<file path="config.mk">
export PLATFORM = sky130hd
export DESIGN_NAME = bt_pwr_seq_ctrl
export DESIGN_NICKNAME = d
export VERILOG_FILES = /design/src/rtl/bt_pwr_seq_ctrl.sv
export SDC_FILE = /design/constraint.sdc
export NUM_CORES = 1
export LEC_CHECK = 0
export CORE_MARGIN = 2
export CORE_UTILIZATION = 45
export CTS_BUF_LIST = sky130_fd_sc_hd__clkbuf_8
export CTS_CLUSTER_SIZE = 40
export DETAILED_ROUTE_END_ITERATION = 8
export MAX_ROUTING_LAYER = met4
export PLACE_DENSITY = 0.68
export SYNTH_ARGS = -nofsm -noshare
export SYNTH_HDL_FRONTEND = slang
export SYNTH_HIERARCHICAL = 1
export SYNTH_SLANG_ARGS = --single-unit
export TNS_END_PERCENT = 20
</file>
<file path="constraint.sdc">
create_clock -name clk -period 2.72 [get_ports clk]
set_input_delay 0.68 -clock clk [delete_from_list [all_inputs] [get_ports clk]]
set_output_delay 0.68 -clock clk [all_outputs]
set_load 0.02 [all_outputs]
</file>
<file path="src/rtl/bt_pwr_seq_ctrl.sv">
// Power sequencer for NUM_DOMAINS gated slices plus an independent memory-sleep handshake.
// One domain sequences at a time: retention -> isolation -> switch-off, and the reverse for power-up.

module bt_sync2 (
  input  logic clk,
  input  logic reset,
  input  logic d,
  output logic q
);
  logic meta;

  always_ff @(posedge clk or posedge reset) begin
    if (reset) begin
      meta <= 1'b0;
      q    <= 1'b0;
    end else begin
      meta <= d;
      q    <= meta;
    end
  end
endmodule

module bt_pwr_seq_ctrl #(
  parameter int NUM_DOMAINS = 2,
  parameter int STEP_CYCLES = 2,
  parameter int ACK_TIMEOUT = 64
) (
  input  logic                   clk,
  input  logic                   reset,
  input  logic [NUM_DOMAINS-1:0] pd_req,
  input  logic [NUM_DOMAINS-1:0] PG_ack_signals,
  input  logic                   mem_sleep_req,
  input  logic                   memory_ack,
  input  logic                   err_clr,
  output logic [NUM_DOMAINS-1:0] retention_signals,
  output logic [NUM_DOMAINS-1:0] isolation_signals,
  output logic [NUM_DOMAINS-1:0] shut_down_signals,
  output logic                   memory_sleep,
  output logic [NUM_DOMAINS-1:0] domain_off,
  output logic                   mem_asleep,
  output logic                   busy,
  output logic                   err,
  output logic [2:0]             err_dom
);
  localparam int IW = (NUM_DOMAINS > 1) ? $clog2(NUM_DOMAINS) : 1;
  localparam int SW = (STEP_CYCLES > 1) ? $clog2(STEP_CYCLES) : 1;
  localparam int TW = $clog2(ACK_TIMEOUT);
  localparam logic [SW-1:0] STEP_LAST = SW'(STEP_CYCLES - 1);
  localparam logic [TW-1:0] TO_LAST   = TW'(ACK_TIMEOUT - 1);

  typedef enum logic [3:0] {
    IDLE, SAVE, ISO, SD, WAIT_OFF, UNSD, WAIT_ON, UNISO, UNRET, ERR
  } state_t;

  state_t                 state;
  logic [NUM_DOMAINS-1:0] ack_s;
  logic                   mack_s;
  logic [IW-1:0]          sel;
  logic [IW-1:0]          pick;
  logic                   pick_vld;
  logic                   dir_down;
  logic [SW-1:0]          step_cnt;
  logic [TW-1:0]          to_cnt;
  logic                   step_done;

  genvar g;
  for (g = 0; g < NUM_DOMAINS; g++) begin : g_ack
    bt_sync2 u_sync (.clk(clk), .reset(reset), .d(PG_ack_signals[g]), .q(ack_s[g]));
  end

  bt_sync2 u_mack (.clk(clk), .reset(reset), .d(memory_ack), .q(mack_s));

  // Descending scan so the lowest mismatching index wins.
  always_comb begin
    pick     = '0;
    pick_vld = 1'b0;
    for (int i = NUM_DOMAINS - 1; i >= 0; i--) begin
      if (pd_req[i] != domain_off[i]) begin
        pick     = IW'(i);
        pick_vld = 1'b1;
      end
    end
  end

  assign step_done = (step_cnt == STEP_LAST);

  always_ff @(posedge clk or posedge reset) begin
    if (reset) begin
      state             <= IDLE;
      sel               <= '0;
      dir_down          <= 1'b0;
      step_cnt          <= '0;
      to_cnt            <= '0;
      retention_signals <= '0;
      isolation_signals <= '0;
      shut_down_signals <= '0;
      domain_off        <= '0;
      busy              <= 1'b0;
      err               <= 1'b0;
      err_dom           <= '0;
    end else begin
      case (state)
        IDLE: begin
          step_cnt <= '0;
          busy     <= pick_vld;
          if (pick_vld) begin
            sel <= pick;
            if (pd_req[pick]) begin
              dir_down                <= 1'b1;
              retention_signals[pick] <= 1'b1;
              state                   <= SAVE;
            end else begin
              dir_down                <= 1'b0;
              shut_down_signals[pick] <= 1'b0;
              state                   <= UNSD;
            end
          end
        end
        SAVE: begin
          step_cnt <= step_done ? '0 : step_cnt + 1'b1;
          if (step_done) begin
            isolation_signals[sel] <= 1'b1;
            state                  <= ISO;
          end
        end
        ISO: begin
          step_cnt <= step_done ? '0 : step_cnt + 1'b1;
          if (step_done) begin
            shut_down_signals[sel] <= 1'b1;
            state                  <= SD;
          end
        end
        SD: begin
          to_cnt <= '0;
          state  <= WAIT_OFF;
        end
        WAIT_OFF: begin
          if (ack_s[sel]) begin
            domain_off[sel] <= 1'b1;
            busy            <= 1'b0;
            state           <= IDLE;
          end else if (to_cnt == TO_LAST) begin
            err     <= 1'b1;
            err_dom <= 3'(sel);
            state   <= ERR;
          end else begin
            to_cnt <= to_cnt + 1'b1;
          end
        end
        UNSD: begin
          to_cnt <= '0;
          state  <= WAIT_ON;
        end
        WAIT_ON: begin
          if (!ack_s[sel]) begin
            step_cnt <= '0;
            state    <= UNISO;
          end else if (to_cnt == TO_LAST) begin
            err     <= 1'b1;
            err_dom <= 3'(sel);
            state   <= ERR;
          end else begin
            to_cnt <= to_cnt + 1'b1;
          end
        end
        UNISO: begin
          step_cnt <= step_done ? '0 : step_cnt + 1'b1;
          if (step_done) begin
            isolation_signals[sel] <= 1'b0;
            state                  <= UNRET;
          end
        end
        UNRET: begin
          step_cnt <= step_done ? '0 : step_cnt + 1'b1;
          if (step_done) begin
            retention_signals[sel] <= 1'b0;
            domain_off[sel]        <= 1'b0;
            busy                   <= 1'b0;
            state                  <= IDLE;
          end
        end
        ERR: begin
          // Controls stay frozen; clearing only records the intended target state.
          if (err_clr) begin
            err             <= 1'b0;
            domain_off[sel] <= dir_down;
            busy            <= 1'b0;
            state           <= IDLE;
          end
        end
        default: state <= IDLE;
      endcase
    end
  end

  always_ff @(posedge clk or posedge reset) begin
    if (reset) begin
      memory_sleep <= 1'b0;
      mem_asleep   <= 1'b0;
    end else begin
      memory_sleep <= mem_sleep_req;
      if (memory_sleep && mack_s)
        mem_asleep <= 1'b1;
      else if (!mack_s)
        mem_asleep <= 1'b0;
    end
  end
endmodule

</file>
After elaboration in Yosys (flattened, before gate mapping)
Index checks and enable logic that the tools add are counted.
- memory bits (writable): 0
- ROM bits: 0
- output and inout bits: 15
- memories kept: 0
- latch bits: 0
- register bits after elaboration: 34
- reductions and logical operators: 26
- shift-type cells: 0
- eq/ne operators: 25
- div/mod/pow operators: 0
- bitwise logic cells: 10
- multipliers: 0
- mux-type cells: 60
- $add $sub $neg: 2
- magnitude comparators: 4
- operator list (kind ; number):
    case mux 4 bit (10 select lines) ; 1
    two-way mux 4 bit ; 9
    != test 2 bit, second input constant ; 13
    two-way mux 2 bit ; 11
    two-way mux 1 bit ; 20
    AND reduction 4 bit ; 5
    two-way mux 6 bit ; 3
    case mux 6 bit (3 select lines) ; 1
    == test 4 x 3 -> 1 bit, second input constant ; 4
    two-way mux 3 bit ; 4
    case mux 2 bit (2 select lines) ; 3
    nonzero test 3 bit ; 4
    AND reduction 3 bit ; 3
    bitwise AND 2 bit ; 4
    == test 4 x 2 -> 1 bit, second input constant ; 2
    == test 4 bit, second input constant ; 2
    bitwise OR 2 bit ; 4
    nonzero test 2 bit ; 4
    adder 6 x 1 -> 6 bit, second input constant ; 1
    == test 6 bit, second input constant ; 1
    case mux 1 bit (3 select lines) ; 2
    case mux 2 bit (3 select lines) ; 1
    case mux 3 bit (2 select lines) ; 1
    AND reduction 6 bit ; 1
    15 further kinds ; 23

Longest topological paths before layout
- word-level depth: 12
- mapped depth: 7

By module
Netlist, hierarchy kept.
- by module, submodules not included (module ; instances ; area an instance (µm²) ; cells an instance):
    bt_pwr_seq_ctrl ; 1 ; 1594.0 ; 178
    bt_sync2 ; 3 ; 53.8 ; 3

Worst setup path after synthesis
Ideal clock, no wire load.
- path kind: input to register
- start point: input port pd_req[0]
- end point: register state[2]
- data required time: 2577 ps
- slack: 1043 ps
- data arrival time: 1534 ps
- stages on the path: 5
- cell sequence: xnor2_1 -> nand3_1 -> mux2_2 -> o21ai_0 -> a221oi_1
- longest elaborated chain between the ends: 7
- elaborated cells on any way between the ends: 10
- ends and longest elaborated chain (what ; RTL line ; source):
    start, declared ; 30 ; input logic [NUM_DOMAINS-1:0] pd_req,
    != test 1 bit ; 78 ; if (pd_req[i] != domain_off[i]) begin
    two-way mux 1 bit ; 78 ;
    two-way mux 1 bit (not written as such) (2 in a row) ; 108 ; if (pd_req[pick]) begin
    two-way mux 3 bit ; 108 ;
    two-way mux 4 bit ; 106 ; if (pick_vld) begin
    case mux 4 bit (10 select lines) ; 102 ; case (state)
    end signal, assigned ; 111 ; state <= SAVE;
    end signal, assigned ; 115 ; state <= UNSD;
    end signal, assigned ; 123 ; state <= ISO;
    end, declared ; 55 ; state_t state;
Parallel ways exist; a longest one is shown, timed or not. The select of a mux whose other input is x is not followed.
A chain may end at the register's enable or synchronous reset.

Worst setup path in the final report
Ends and elaborated chain as after synthesis.

==> flow_summary.json <==
{
  "synth_top_area_share_pct": 45.62,
  "grt_max_degree": 27,
  "cts.clk_slew.worst_paths_ns": 0.06,
  "diodes": 0,
  "endpoint_kind": "flop",
  "internal-power_w": 0.001257,
  "die-height_um": 66.46,
  "die-area_um2": 4416,
  "cap_violations": 0,
  "grt_util_all_layers_pct": 19.66,
  "status": "finished clean",
  "grt_pass1_wl_um": 6203,
  "start_util_pct": 47.24,
  "r2r-start": "state[3]",
  "cp-start-kind": "input pin",
  "grt-ovfl-total": 0,
  "port_buffers": 21,
  "cp.required_ns": 2.86,
  "max_freq_mhz": 470.1,
  "postSynth.asyncResetShare_pct": 100.0,
  "postSynthRegisterBits": 32,
  "synth_top_family_by_area": "simple AND/OR/NAND/NOR gates",
  "clkPwrFrac_pct": 17.0,
  "drc_errors": 0,
  "cts_tree": "built",
  "synth_warnings": 6,
  "critPathKind": "input pin to flop",
  "core_um2": 3716,
  "viasPerCell": 5.535,
  "maxSlewHeadroom_pct": 65.20,
  "final_cell_mix": "32 x dfrtp_1, 23 x nor2_1, 21 x clkdlybuf4s50_1",
  "synth_top_cell_by_area": "dfrtp_1",
  "syn_to_final_growth_pct": 17.75,
  "switching_share_pct": 43.38,
  "place.gp.congestion": 0.8297,
  "hold_buffers": 0,
  "whs_path_depth": 0,
  "worstPathCellList": "clkdlybuf4s50_1 -> xnor2_1 -> nand3_1 -> mux2_2 -> o21ai_0 -> a221oi_1",
  "synth_xor_area_share_pct": 3.920,
  "p_seq_share_pct": 34.7,
  "synth_area_um2": 1755,
  "critical_path_arrival_ns": 2.26,
  "vdd_drop_max_v": 0.0004391,
  "cts_sinks": 32,
  "cts_resized": 0,
  "yosysSeqAreaShare_pct": 45.62,
  "synthMuxAreaShare_pct": 5.488,
  "firstDrtPassIters": 4,
  "synthAdderAreaFrac_pct": 1.283,
  "drive_gt1_share_pct": 9.709,
  "stdcell_count": 254,
  "cts_root_buffer": "clkbuf_8",
  "clock-skew-final_ns": 0.008866,
  "via_count": 1406,
  "cts_made_buffers": 5,
  "p_total_w": 0.002219,
  "final_common_cell": "dfrtp_1",
  "rsz0062_at_grt": "false",
  "finalCritPeriodShare_pct": 78.20,
  "switchingPower_w": 0.0009628,
  "slowest_delay_ns": 0.49,
  "fin_util_pct": 55.62,
  "syn_inst": 187,
  "grt_pass1_vias": 1394,
  "synth-simple-area-share_pct": 20.53,
  "hold_start": "g_ack[0].u_sync/meta",
  "min_period_ns": 2.127,
  "h-tree-depth": 2,
  "fillCellCount": 357,
  "critical_path.top_delay_family": "buffers and inverters",
  "powerDensity_nw_per_um2": 1074,
  "ant_nets": 0,
  "whs_ns": 0.3535,
  "wl_per_cell_um": 14.15,
  "setup-tns-final_ns": 0,
  "cts.path.max_buffers": 2,
  "maxSlewViolCount": 0,
  "p_leak_nw": 0.8867,
  "worstSetupPathDepth": 6,
  "synth-edff-count": 0,
  "post_cts_buffers": 0,
  "pwr-share-comb_pct": 48.3,
  "holdCritPathClass": "flop to flop",
  "yosys.cell_types.count": 47,
  "hold_viol": 0,
  "regToRegEndpoint": "err_dom[0]",
  "cp_max_fo": 5,
  "finalSetupViolations": 0,
  "r2r_cells": 3,
  "min_to": "g_ack[0].u_sync/q",
  "synth.area.top_cells": "dfrtp_1 46%, nor2_1 4.9%, nand2_1 3.2%",
  "tightest_slew_ns": 0.5220,
  "placed_cells": 246,
  "synth.avg_cell_area_um2": 9.387,
  "pin_count": 24,
  "postRouteWirelength_um": 3594,
  "cp_num_buf_inv": 1,
  "synth_compound_area_share_pct": 15.89,
  "drt_iter0_drc": 73,
  "row_count": 22,
  "clock_latency_ns": 0.29,
  "final_nets": 215,
  "synth_flop_cell": "dfrtp_1",
  "die_w_um": 66.46,
  "startpoint": "pd_req[0]",
  "hpwl_um": 2633,
  "crit_slowest_cell": "clkdlybuf4s50_1",
  "r2r_slack_ns": 0.74,
  "antenna_found_initial": 0
}
==> layer usage <==
metal	track usage [%]	up-vias	share of wire, %
li1	-	686	-
met5	-	-	0
met1	25.14	672	45
met4	10.97	0	2.5
met3	5.743	10	5.0
met2	28.00	38	48
==> cell usage after synthesis, types with 3 or more instances <==
cell type / count
xnor2_1: 6
nor3_1: 4
a31oi_1: 7
dfrtp_1: 32
inv_1: 10
nand3_1: 6
mux2i_1: 4
clkbuf_1: 7
buf_2: 3
nand2b_1: 4
o21ai_0: 11
nor2b_1: 3
buf_4: 3
nand2_1: 15
a21oi_1: 9
nor2_1: 23
==> per-stage QoR <==
step | setup slack, ns | instance area (um^2)
after floorplan | 1.043 | 1759
after global placement | 0.4090 | 1973
after detailed placement | 0.3101 | 1973
after CTS | 0.6142 | 2067
after global routing | 0.4951 | 2067
final | 0.5930 | 2067
==> power by group through the flow <==
| stage | combinational [W] | clock [W] | sequential (W) |
|---|---|---|---|
| finish | 0.00107 | 0.000377 | 0.000771 |
| floorplan | 0.000839 | 0 | 0.000743 |
| global route | 0.00119 | 0.000412 | 0.000794 |
| global placement | 0.00104 | 0 | 0.000770 |
| detailed placement | 0.00107 | 0 | 0.000778 |
| CTS | 0.00107 | 0.000388 | 0.000769 |
==> worst max path at each step <==
stage                to  slack, ns
3_5_place_dp   state[2]       0.31
6_report       state[2]       0.59
4_1_cts        state[2]       0.61
2_1_floorplan  state[2]       1.04
3_3_place_gp   state[2]       0.41
5_1_grt        state[2]       0.50
==> state kept, by name (all words and copies together) (netlist names), 2 cells and up, named ones only <==
signal,flops
shut_down_signals,2
state,4
g_ack.u_sync/q,2
to_cnt,6
g_ack.u_sync/meta,2
domain_off,2
retention_signals,2
==> cell type report <==
class / instances / area (um^2) / share of cell area (%)
tap: 48 / 60.06 / 2.906
timing repair buffer: 25 / 240.2 / 11.62
multi-input combinational: 131 / 834.6 / 40.38
inverter: 10 / 37.54 / 1.816
sequential: 32 / 800.8 / 38.74
clock buffer: 6 / 82.58 / 3.995
clock inverter: 2 / 11.26 / 0.5448
==> logic make-up after synthesis <==
family | count (synthesis)
adder cells (fa/ha/maj) | 2
AO/OA/AOI/OAI | 43
other | 1
multiplexers | 8
buffers and inverters | 25
flip-flops | 32
AND/OR/NAND/NOR | 69
XOR/XNOR | 7
Note: power is estimated with default switching activity, not from simulation.
